$ cat config.mk
export PLATFORM = sky130hd
export DESIGN_NAME = btn_press_encoder
export DESIGN_NICKNAME = d
export VERILOG_FILES = /design/src/rtl/btn_press_encoder.sv
export SDC_FILE = /design/constraint.sdc
export NUM_CORES = 1
export LEC_CHECK = 0
export CAP_MARGIN = 0
export CORE_MARGIN = 4
export CORE_UTILIZATION = 57
export DETAILED_ROUTE_END_ITERATION = 8
export GPL_TIMING_DRIVEN = 0
export PLACE_DENSITY = 0.85
export SYNTH_ARGS = -nofsm -noshare
export SYNTH_HDL_FRONTEND = slang
export SYNTH_SLANG_ARGS = --single-unit
$ cat constraint.sdc
create_clock -name clock -period 2.45 [get_ports clock]
set_input_delay 0.3675 -clock clock [delete_from_list [all_inputs] [get_ports clock]]
set_output_delay 0.3675 -clock clock [all_outputs]
set_load 0.005 [all_outputs]
$ cat src/rtl/btn_press_encoder.sv
// Button front end for the Genius game: synchronises and debounces three raw
// buttons, then turns each press/release pair into at most one registered event.
module btn_press_encoder #(
  parameter int DEBOUNCE_CYCLES = 4,
  parameter int CNT_W           = 20
) (
  input  logic       clock,
  input  logic       reset,
  input  logic [2:0] btn,
  input  logic       enable,
  output logic       press_valid,
  output logic [1:0] press_code,
  output logic       press_error,
  output logic       busy
);

  typedef enum logic [1:0] {IDLE, DEB_PRESS, WAIT_REL, DEB_REL} state_t;

  localparam logic [CNT_W-1:0] CNT_MAX = CNT_W'(DEBOUNCE_CYCLES);
  localparam logic [CNT_W-1:0] CNT_ONE = CNT_W'(1);

  state_t           state_q, state_d;
  logic [2:0]       sync1_q, sync2_q;
  logic [2:0]       cap_q, cap_d;
  logic [CNT_W-1:0] cnt_q, cnt_d;
  logic             valid_q, valid_d;
  logic             error_q, error_d;
  logic [1:0]       code_q, code_d;
  logic             fire;
  logic [2:0]       s;

  assign s = sync2_q;

  always_ff @(posedge clock) begin
    if (reset) begin
      sync1_q <= 3'b000;
      sync2_q <= 3'b000;
      state_q <= WAIT_REL;
      cnt_q   <= '0;
      cap_q   <= 3'b000;
      valid_q <= 1'b0;
      error_q <= 1'b0;
      code_q  <= 2'b00;
    end else begin
      sync1_q <= btn;
      sync2_q <= sync1_q;
      state_q <= state_d;
      cnt_q   <= cnt_d;
      cap_q   <= cap_d;
      valid_q <= valid_d;
      error_q <= error_d;
      code_q  <= code_d;
    end
  end

  always_comb begin
    state_d = state_q;
    cnt_d   = cnt_q;
    cap_d   = cap_q;
    fire    = 1'b0;
    case (state_q)
      IDLE: begin
        if (s != 3'b000 && enable) begin
          cap_d   = s;
          cnt_d   = CNT_ONE;
          state_d = DEB_PRESS;
        end
      end
      DEB_PRESS: begin
        // any change of the sampled pattern or loss of enable abandons the press
        if (s != cap_q || !enable) state_d = (s == 3'b000) ? IDLE : WAIT_REL;
        else if (cnt_q < CNT_MAX)  cnt_d = cnt_q + CNT_ONE;
        else begin
          state_d = WAIT_REL;
          fire    = 1'b1;
        end
      end
      WAIT_REL: begin
        if (s == 3'b000) begin
          cnt_d   = CNT_ONE;
          state_d = DEB_REL;
        end
      end
      DEB_REL: begin
        if (s != 3'b000)          state_d = WAIT_REL;
        else if (cnt_q == CNT_MAX) state_d = IDLE;
        else                       cnt_d = cnt_q + CNT_ONE;
      end
      default: state_d = WAIT_REL;
    endcase
  end

  always_comb begin
    valid_d = 1'b0;
    error_d = 1'b0;
    code_d  = 2'b00;
    if (fire) begin
      case (cap_q)
        3'b001:  begin valid_d = 1'b1; code_d = 2'b00; end
        3'b010:  begin valid_d = 1'b1; code_d = 2'b01; end
        3'b100:  begin valid_d = 1'b1; code_d = 2'b10; end
        default: begin error_d = 1'b1; code_d = 2'b11; end
      endcase
    end
    busy = (state_q != IDLE);
  end

  assign press_valid = valid_q;
  assign press_error = error_q;
  assign press_code  = code_q;

endmodule

==> flow_metrics.py, run 1 <==
metrics = {
    "power": {
        "power.switching_uw": 256.7,
        "seqPwrFrac_pct": 56.3,
        "vdd.ir_drop.worst_mv": 0.4733,
        "swShare_pct": 24.72,
        "clock_power_share_pct": 34.1,
        "p_total_mw": 1.038,
        "power_leakage_nw": 0.7142,
        "p_int_uw": 781.7,
        "power.density_nw_per_um2": 541.7,
        "combPwrFrac_pct": 9.6,
    },
    "floorplan": {
        "start_util_pct": 60.93,
        "pin_count": 11,
        "rows": 19,
        "core_area_um2": 2805,
        "die-height_um": 62.76,
        "die_area_um2": 3939,
        "die-width_um": 62.76,
    },
    "synth": {
        "syn_inst": 202,
        "synth.cell_area_um2": 1709,
        "ys_types": 38,
        "yosys.area.top_type": "dfxtp_1",
        "synthTopCellsByArea": "dfxtp_1 (41%), nand2_1 (4.6%), a21oi_1 (3.5%), or4_1 (3.5%), nor2b_1 (3.3%)",
        "avgSynthCellArea_um2": 8.461,
        "yosys.area.top_type_share_pct": 41.00,
        "yosys_register_bits": 35,
        "synth.yosys.seq_area_share_pct": 41.00,
        "synth_nets": 210,
        "yosys_warnings": 0,
    },
    "route": {
        "finalWirelength_um": 3674,
        "wire_per_inst_um": 14.64,
        "routed_via_density": 6.052,
        "vias": 1519,
        "ant_nets": 0,
        "dr.pass1.iters": 4,
        "drt_iter0_drc": 59,
        "drc_errors": 0,
    },
    "final_layout": {
        "final_cells": 251,
        "seq_area_um2": 700.7,
        "final_layout_size_suffix_gt1_share_pct": 7.727,
        "syn_to_final_growth_pct": 12.15,
        "nets": 227,
        "multi_input_area_um2": 952.2,
        "diodes": 0,
        "fin_area_um2": 1917,
        "utilization_pct": 68.33,
        "fill_cells": 246,
    },
    "sta": {
        "max-slew-margin-rel_pct": 62.51,
        "setup_violations": 0,
        "tightest_slew_ns": 0.5612,
        "fin_skew_ns": 0.006740,
        "period_share_pct": 90.27,
        "report.final.slew_viol_count": 0,
        "grt_setup_unrepaired": "no",
        "finalHoldViolations": 0,
        "fin_setup_tns_ns": 0,
        "max_clock_freq_ghz": 0.4521,
        "period_needed_ns": 2.212,
        "fin_hold_ws_ns": 0.4474,
        "finalWorstSetupSlack_ns": 0.2383,
    },
    "outcome": {
        "status": "complete, no violations",
    },
    "place": {
        "dpl.hpwl_um": 2733,
        "gp_congestion": 0.8850,
        "placed_area_um2": 1848,
        "port_buffers": 10,
        "dp.cells": 243,
        "dp_slack_ns": 0.1323,
    },
    "setup_path": {
        "worstPathArrival_ns": 2.49,
        "worstPathCellList": "nor4_2 -> nand3_2 -> o32a_1 -> nand3_2 -> buf_2 -> buf_2 -> nor2_1 -> o21bai_1",
        "path_buf_inv": 2,
        "worstPathRequired_ns": 2.72,
        "start_kind": "flip-flop",
        "crit_path_end_kind": "flip-flop",
        "crit_family": "simple AND/OR/NAND/NOR gates",
        "crit_slowest_cell": "o32a_1",
        "slowest_delay_ns": 0.48,
        "criticalPathCategory": "flip-flop to flip-flop",
        "ff2ff_setup_slack_ns": 0.24,
        "cp_max_fo": 10,
    },
    "cts": {
        "clk_pin_slew_worst_paths_ns": 0.10,
        "clk_path_buf_depth": 2,
        "cts_tree": "built",
        "cts_setup_buffers": 0,
        "ctsHoldBuffers": 0,
        "htreeDepth": 2,
        "cts-resized-gates": 0,
        "cts_buffers": 5,
        "clkLatencyLatePin_ns": 0.34,
        "clock-sinks": 35,
        "cts-root-buf": "clkbuf_4",
    },
    "global_route": {
        "antenna_found_initial": 0,
        "overflow": 0,
        "grt_usage_pct": 20.48,
        "grt_max_degree": 11,
        "grt_first_pass_wirelength_um": 6430,
        "grt_pass1_vias": 1453,
    },
    "flow_run": {
        "maxCapViolations": 0,
    },
    "hold_path": {
        "hold_path_class": "flip-flop to flip-flop",
    },
}
==> power by group through the flow <==
stage / sequential [mW] / clock, mW / combinational [mW]
4_1_cts: 0.585 / 0.360 / 0.0992
3_5_place_dp: 0.598 / 0 / 0.0987
3_3_place_gp: 0.597 / 0 / 0.0947
5_1_grt: 0.587 / 0.398 / 0.111
2_1_floorplan: 0.596 / 0 / 0.0675
6_report: 0.585 / 0.354 / 0.0995
==> registers in the layout (all words and copies together) (netlist names) <==
signal	count
press_error	1
cap_q	3
cnt_q	20
sync1_q	3
state_q	2
s	3
press_valid	1
press_code	2
==> cells in the final DEF (no fill, tap or decap), types with 5 or more instances in the layout <==
| master | n |
|---|---|
| a21oi_1 | 12 |
| clkbuf_1 | 8 |
| clkbuf_4 | 5 |
| clkdlybuf4s50_1 | 10 |
| dfxtp_1 | 35 |
| nand2_1 | 21 |
| nand3_1 | 10 |
| nand4_1 | 7 |
| nor2_1 | 14 |
| nor2b_1 | 9 |
| nor3_1 | 5 |
| o211ai_1 | 6 |
| o21ai_0 | 6 |
| or3_1 | 8 |
| or4_1 | 8 |
| xnor2_1 | 6 |
==> final timing paths <==
check / start / depth (start not counted) / end
max reg2reg: cnt_q[11]$_SDFFE_PP0P_ / 8 / cnt_q[5]$_SDFFE_PP0P_
min reg2reg: sync1_q[2]$_SDFF_PP0_ / 1 / s[2]$_SDFF_PP0_
max: cnt_q[11]$_SDFFE_PP0P_ / 8 / cnt_q[5]$_SDFFE_PP0P_
min: sync1_q[2]$_SDFF_PP0_ / 1 / s[2]$_SDFF_PP0_
==> synth_stat cells <==
| cell type | instances |
|---|---|
| nand2b_1 | 1 |
| o21ai_1 | 1 |
| nand3_2 | 2 |
| a21oi_1 | 12 |
| o21ai_0 | 6 |
| xor2_1 | 1 |
| nand2_1 | 21 |
| nor4_2 | 2 |
| clkbuf_1 | 7 |
| o211ai_4 | 1 |
| a21boi_0 | 1 |
| xnor2_1 | 6 |
| a211oi_1 | 1 |
| o32a_1 | 1 |
| o211ai_1 | 6 |
| and3_1 | 4 |
| nand3_1 | 10 |
| nor4_1 | 3 |
| dfxtp_1 | 35 |
| nor2_1 | 14 |
| and4_1 | 4 |
| and2_1 | 3 |
| ha_1 | 2 |
| a31oi_1 | 1 |
| nor3_1 | 5 |
| or2_2 | 1 |
| o21a_1 | 2 |
| o21ba_2 | 1 |
| or3_1 | 8 |
| or2_1 | 1 |
| or4_1 | 8 |
| buf_2 | 3 |
| nor2b_1 | 9 |
| inv_1 | 4 |
| mux2i_1 | 4 |
| nand4_1 | 7 |
| o31ai_1 | 2 |
| o21bai_1 | 2 |
==> layer usage <==
layer | wire [um] | up-vias | track usage [%]
met1 | 1600 | 725 | 22.57
met4 | 52 | 0 | 6.612
met2 | 1876 | 25 | 36.75
li1 | - | 764 | -
met5 | 0 | - | 0
met3 | 145 | 5 | 6.835
==> cell families (layout without fill, tap and decap cells) <==
kind of cell | after synthesis | in the layout | share of synthesized area [%]
xor gates and xnor gates | 7 | 7 | 3.587
AOI/OAI and AO/OA | 37 | 37 | 14.49
adders and majority gates | 2 | 2 | 1.464
buffers and inverters | 14 | 32 | 3.294
and+or+nand+nor | 103 | 103 | 33.82
muxes | 4 | 4 | 2.343
DFF | 35 | 35 | 41.00
==> layout make-up <==
class / instances / share of cell area, %
inverters: 4 / 0.7833
multi-input cells: 153 / 49.67
clock buffers: 8 / 3.590
well taps: 31 / 2.023
repair buffers: 10 / 5.222
flip-flops and latches: 35 / 36.55
plain buffers: 10 / 2.154
Note: power is estimated with default switching activity, not from simulation.
==> run 2: changes to the inputs <==
- ABC_AREA: not set -> 1
- CORE_UTILIZATION: 57 -> 59
- PLACE_DENSITY: 0.85 -> 0.87
==> run 2 against run 1 <==
Effect of this change: synthesized cell count increased by 67%; critical endpoint is now cnt_q[16]$_SDFFE_PP0P_; register-to-register slack better by 0.20 ns; critical path type unchanged; flip-flop and latch count unchanged; clock power shrank 6.5%.
==> flow_metrics.py, run 2 <==
metrics = {
    "sta": {
        "fin_hold_ws_ns": 0.4134,
        "tightest_slew_ns": 0.5091,
        "fin_skew_ns": 0.01195,
        "finalHoldViolations": 0,
        "fin_setup_tns_ns": 0,
        "period_share_pct": 82.20,
        "max_clock_freq_ghz": 0.4966,
        "max-slew-margin-rel_pct": 66.06,
        "period_needed_ns": 2.014,
        "grt_setup_unrepaired": "no",
        "setup_violations": 0,
        "report.final.slew_viol_count": 0,
    },
    "route": {
        "vias": 2057,
        "finalWirelength_um": 4348,
        "wire_per_inst_um": 10.82,
        "drt_iter0_drc": 189,
        "dr.pass1.iters": 5,
        "drc_errors": 0,
        "routed_via_density": 5.117,
        "ant_nets": 0,
    },
    "global_route": {
        "grt_max_degree": 14,
        "grt_usage_pct": 22.40,
        "overflow": 0,
        "grt_first_pass_wirelength_um": 7797,
        "antenna_found_initial": 0,
        "grt_pass1_vias": 1827,
    },
    "synth": {
        "synth.cell_area_um2": 2058,
        "synth.area.mux_share_pct": 0,
        "synth_top_family_by_area": "simple AND/OR/NAND/NOR gates",
        "synth.yosys.seq_area_share_pct": 34.04,
        "yosys_register_bits": 35,
        "synth_commonest_cells": "nand2_1 (106), nor2_1 (75), dfxtp_1 (35), inv_1 (31), a21oi_1 (27)",
        "synthFlopType": "dfxtp_1",
        "synth_compound_area_share_pct": 10.21,
        "synthSimpleGateAreaFrac_pct": 41.95,
        "synthTopCellsByArea": "dfxtp_1 (34%), nand2_1 (19%), nor2_1 (14%), a21oi_1 (6.6%), inv_1 (5.7%)",
        "synth_xor_area_share_pct": 3.830,
        "yosys.area.top_type": "dfxtp_1",
        "yosys_warnings": 0,
        "yosys.area.top_type_share_pct": 34.04,
        "synth_nets": 346,
        "yosysMostFrequentCell": "nand2_1",
        "async_flop_share_pct": 0,
        "ys_types": 25,
        "avgSynthCellArea_um2": 6.089,
        "syn_inst": 338,
        "synth_edf_count": 0,
        "synth_adder_area_share_pct": 1.216,
    },
    "final_layout": {
        "final_layout_size_suffix_gt1_share_pct": 7.865,
        "syn_to_final_growth_pct": 10.64,
        "regMostFlops": "cnt_q",
        "diodes": 0,
        "largest_register_ffs": 20,
        "final_common_cell": "nand2_1",
        "final_cell_mix": "nand2_1 (106), nor2_1 (75), dfxtp_1 (35), inv_1 (31), a21oi_1 (27)",
        "nets": 363,
        "final_cells": 402,
    },
    "cts": {
        "clock-sinks": 35,
        "cts_tree": "built",
        "ctsHoldBuffers": 0,
        "clk_pin_slew_worst_paths_ns": 0.11,
        "htreeDepth": 2,
        "clk_path_buf_depth": 2,
        "cts_setup_buffers": 0,
        "cts-root-buf": "clkbuf_4",
        "clkLatencyLatePin_ns": 0.35,
        "cts_buffers": 5,
        "cts-resized-gates": 0,
    },
    "floorplan": {
        "pin_count": 11,
        "die-height_um": 67.07,
        "rows": 21,
        "die-width_um": 67.07,
        "start_util_pct": 61.20,
        "die_area_um2": 4498,
        "core_area_um2": 3363,
    },
    "power": {
        "p_total_mw": 1.487,
        "vdd.ir_drop.worst_mv": 0.5463,
        "power_leakage_nw": 0.8361,
        "power.density_nw_per_um2": 653.1,
    },
    "hold_path": {
        "hold_path_class": "flip-flop to flip-flop",
    },
    "place": {
        "gp_congestion": 0.9188,
        "dp.cells": 394,
        "dpl.hpwl_um": 3218,
        "port_buffers": 10,
    },
    "setup_path": {
        "cp_max_fo": 7,
        "worstPathArrival_ns": 2.23,
        "criticalPathCategory": "flip-flop to flip-flop",
        "start_kind": "flip-flop",
        "worstPathRequired_ns": 2.67,
        "crit_path_end_kind": "flip-flop",
    },
    "outcome": {
        "status": "complete, no violations",
    },
    "flow_run": {
        "maxCapViolations": 0,
    },
}
-- run 2: cell types whose count changed in the layout (fill, tap and decap cells not counted), sizes merged, moves of 5 or more --
cell and delta:
a21oi +18, clkbuf -5, inv +31, nand2 +89, nor2 +63, nor2b -9
nor3 -5, nor4 -5, o211ai -7, or3 -8, or4 -8
-- run 2: metal layers --
metal	track usage (%)	wire (um)	vias up
met5	0	0	-
met4	6.582	47	0
met3	5.902	270	6
met2	35.34	1941	50
met1	29.65	2089	914
li1	-	-	1087
-- run 2: stage by stage --
step                utilization (%)  area [um^2]  setup slack [ns]
detailed placement            65.89         2216            0.3826
CTS                           67.71         2277            0.4942
global placement              65.89         2216            0.3895
finish                        67.71         2277            0.4362
global route                  67.71         2277            0.3015
floorplan                         -         2058            0.8860
-- run 2: final cells by class --
class	instances	area, um^2
plain buffers	9	52.55
clock buffers	5	37.54
clock inverters	3	23.77
fillers	325	1086
inverters	34	127.6
multi-input cells	260	1177
flip-flops and latches	35	700.7
well taps	46	57.56
repair buffers	10	100.1
-- run 2: where the power goes --
| part | internal (mW) | switching [mW] |
|---|---|---|
| Combinational | 0.171 | 0.329 |
| Sequential | 0.606 | 0.0506 |
| Clock | 0.115 | 0.216 |
-- run 2: final timing paths --
path	startpoint	to	slack, ns	cells past startpoint
setup / recovery	cnt_q[0]$_SDFFE_PP0P_	cnt_q[16]$_SDFFE_PP0P_	0.44	9
hold / removal	sync1_q[2]$_SDFF_PP0_	s[2]$_SDFF_PP0_	0.41	2
setup reg to reg	cnt_q[0]$_SDFFE_PP0P_	cnt_q[16]$_SDFFE_PP0P_	0.44	9
hold reg to reg	sync1_q[2]$_SDFF_PP0_	s[2]$_SDFF_PP0_	0.41	2
-- run 2: cell families (layout without fill, tap and decap cells) --
| logic type | count (synthesis) | after routing |
|---|---|---|
| AOI/OAI and AO/OA | 37 | 37 |
| and+or+nand+nor | 212 | 212 |
| adders and majority gates | 2 | 2 |
| DFF | 35 | 35 |
| xor gates and xnor gates | 9 | 9 |
| buffers and inverters | 43 | 61 |
-- run 2: critical path: stages (launching register included) --
cell and delay, ns:
dfxtp_1 0.47, ha_1 0.32, inv_1 0.10, nor2_1 0.31
nand2_1 0.16, nor2_1 0.20, xnor2_1 0.14, nor2_1 0.05
nand2_1 0.08, a21oi_1 0.05
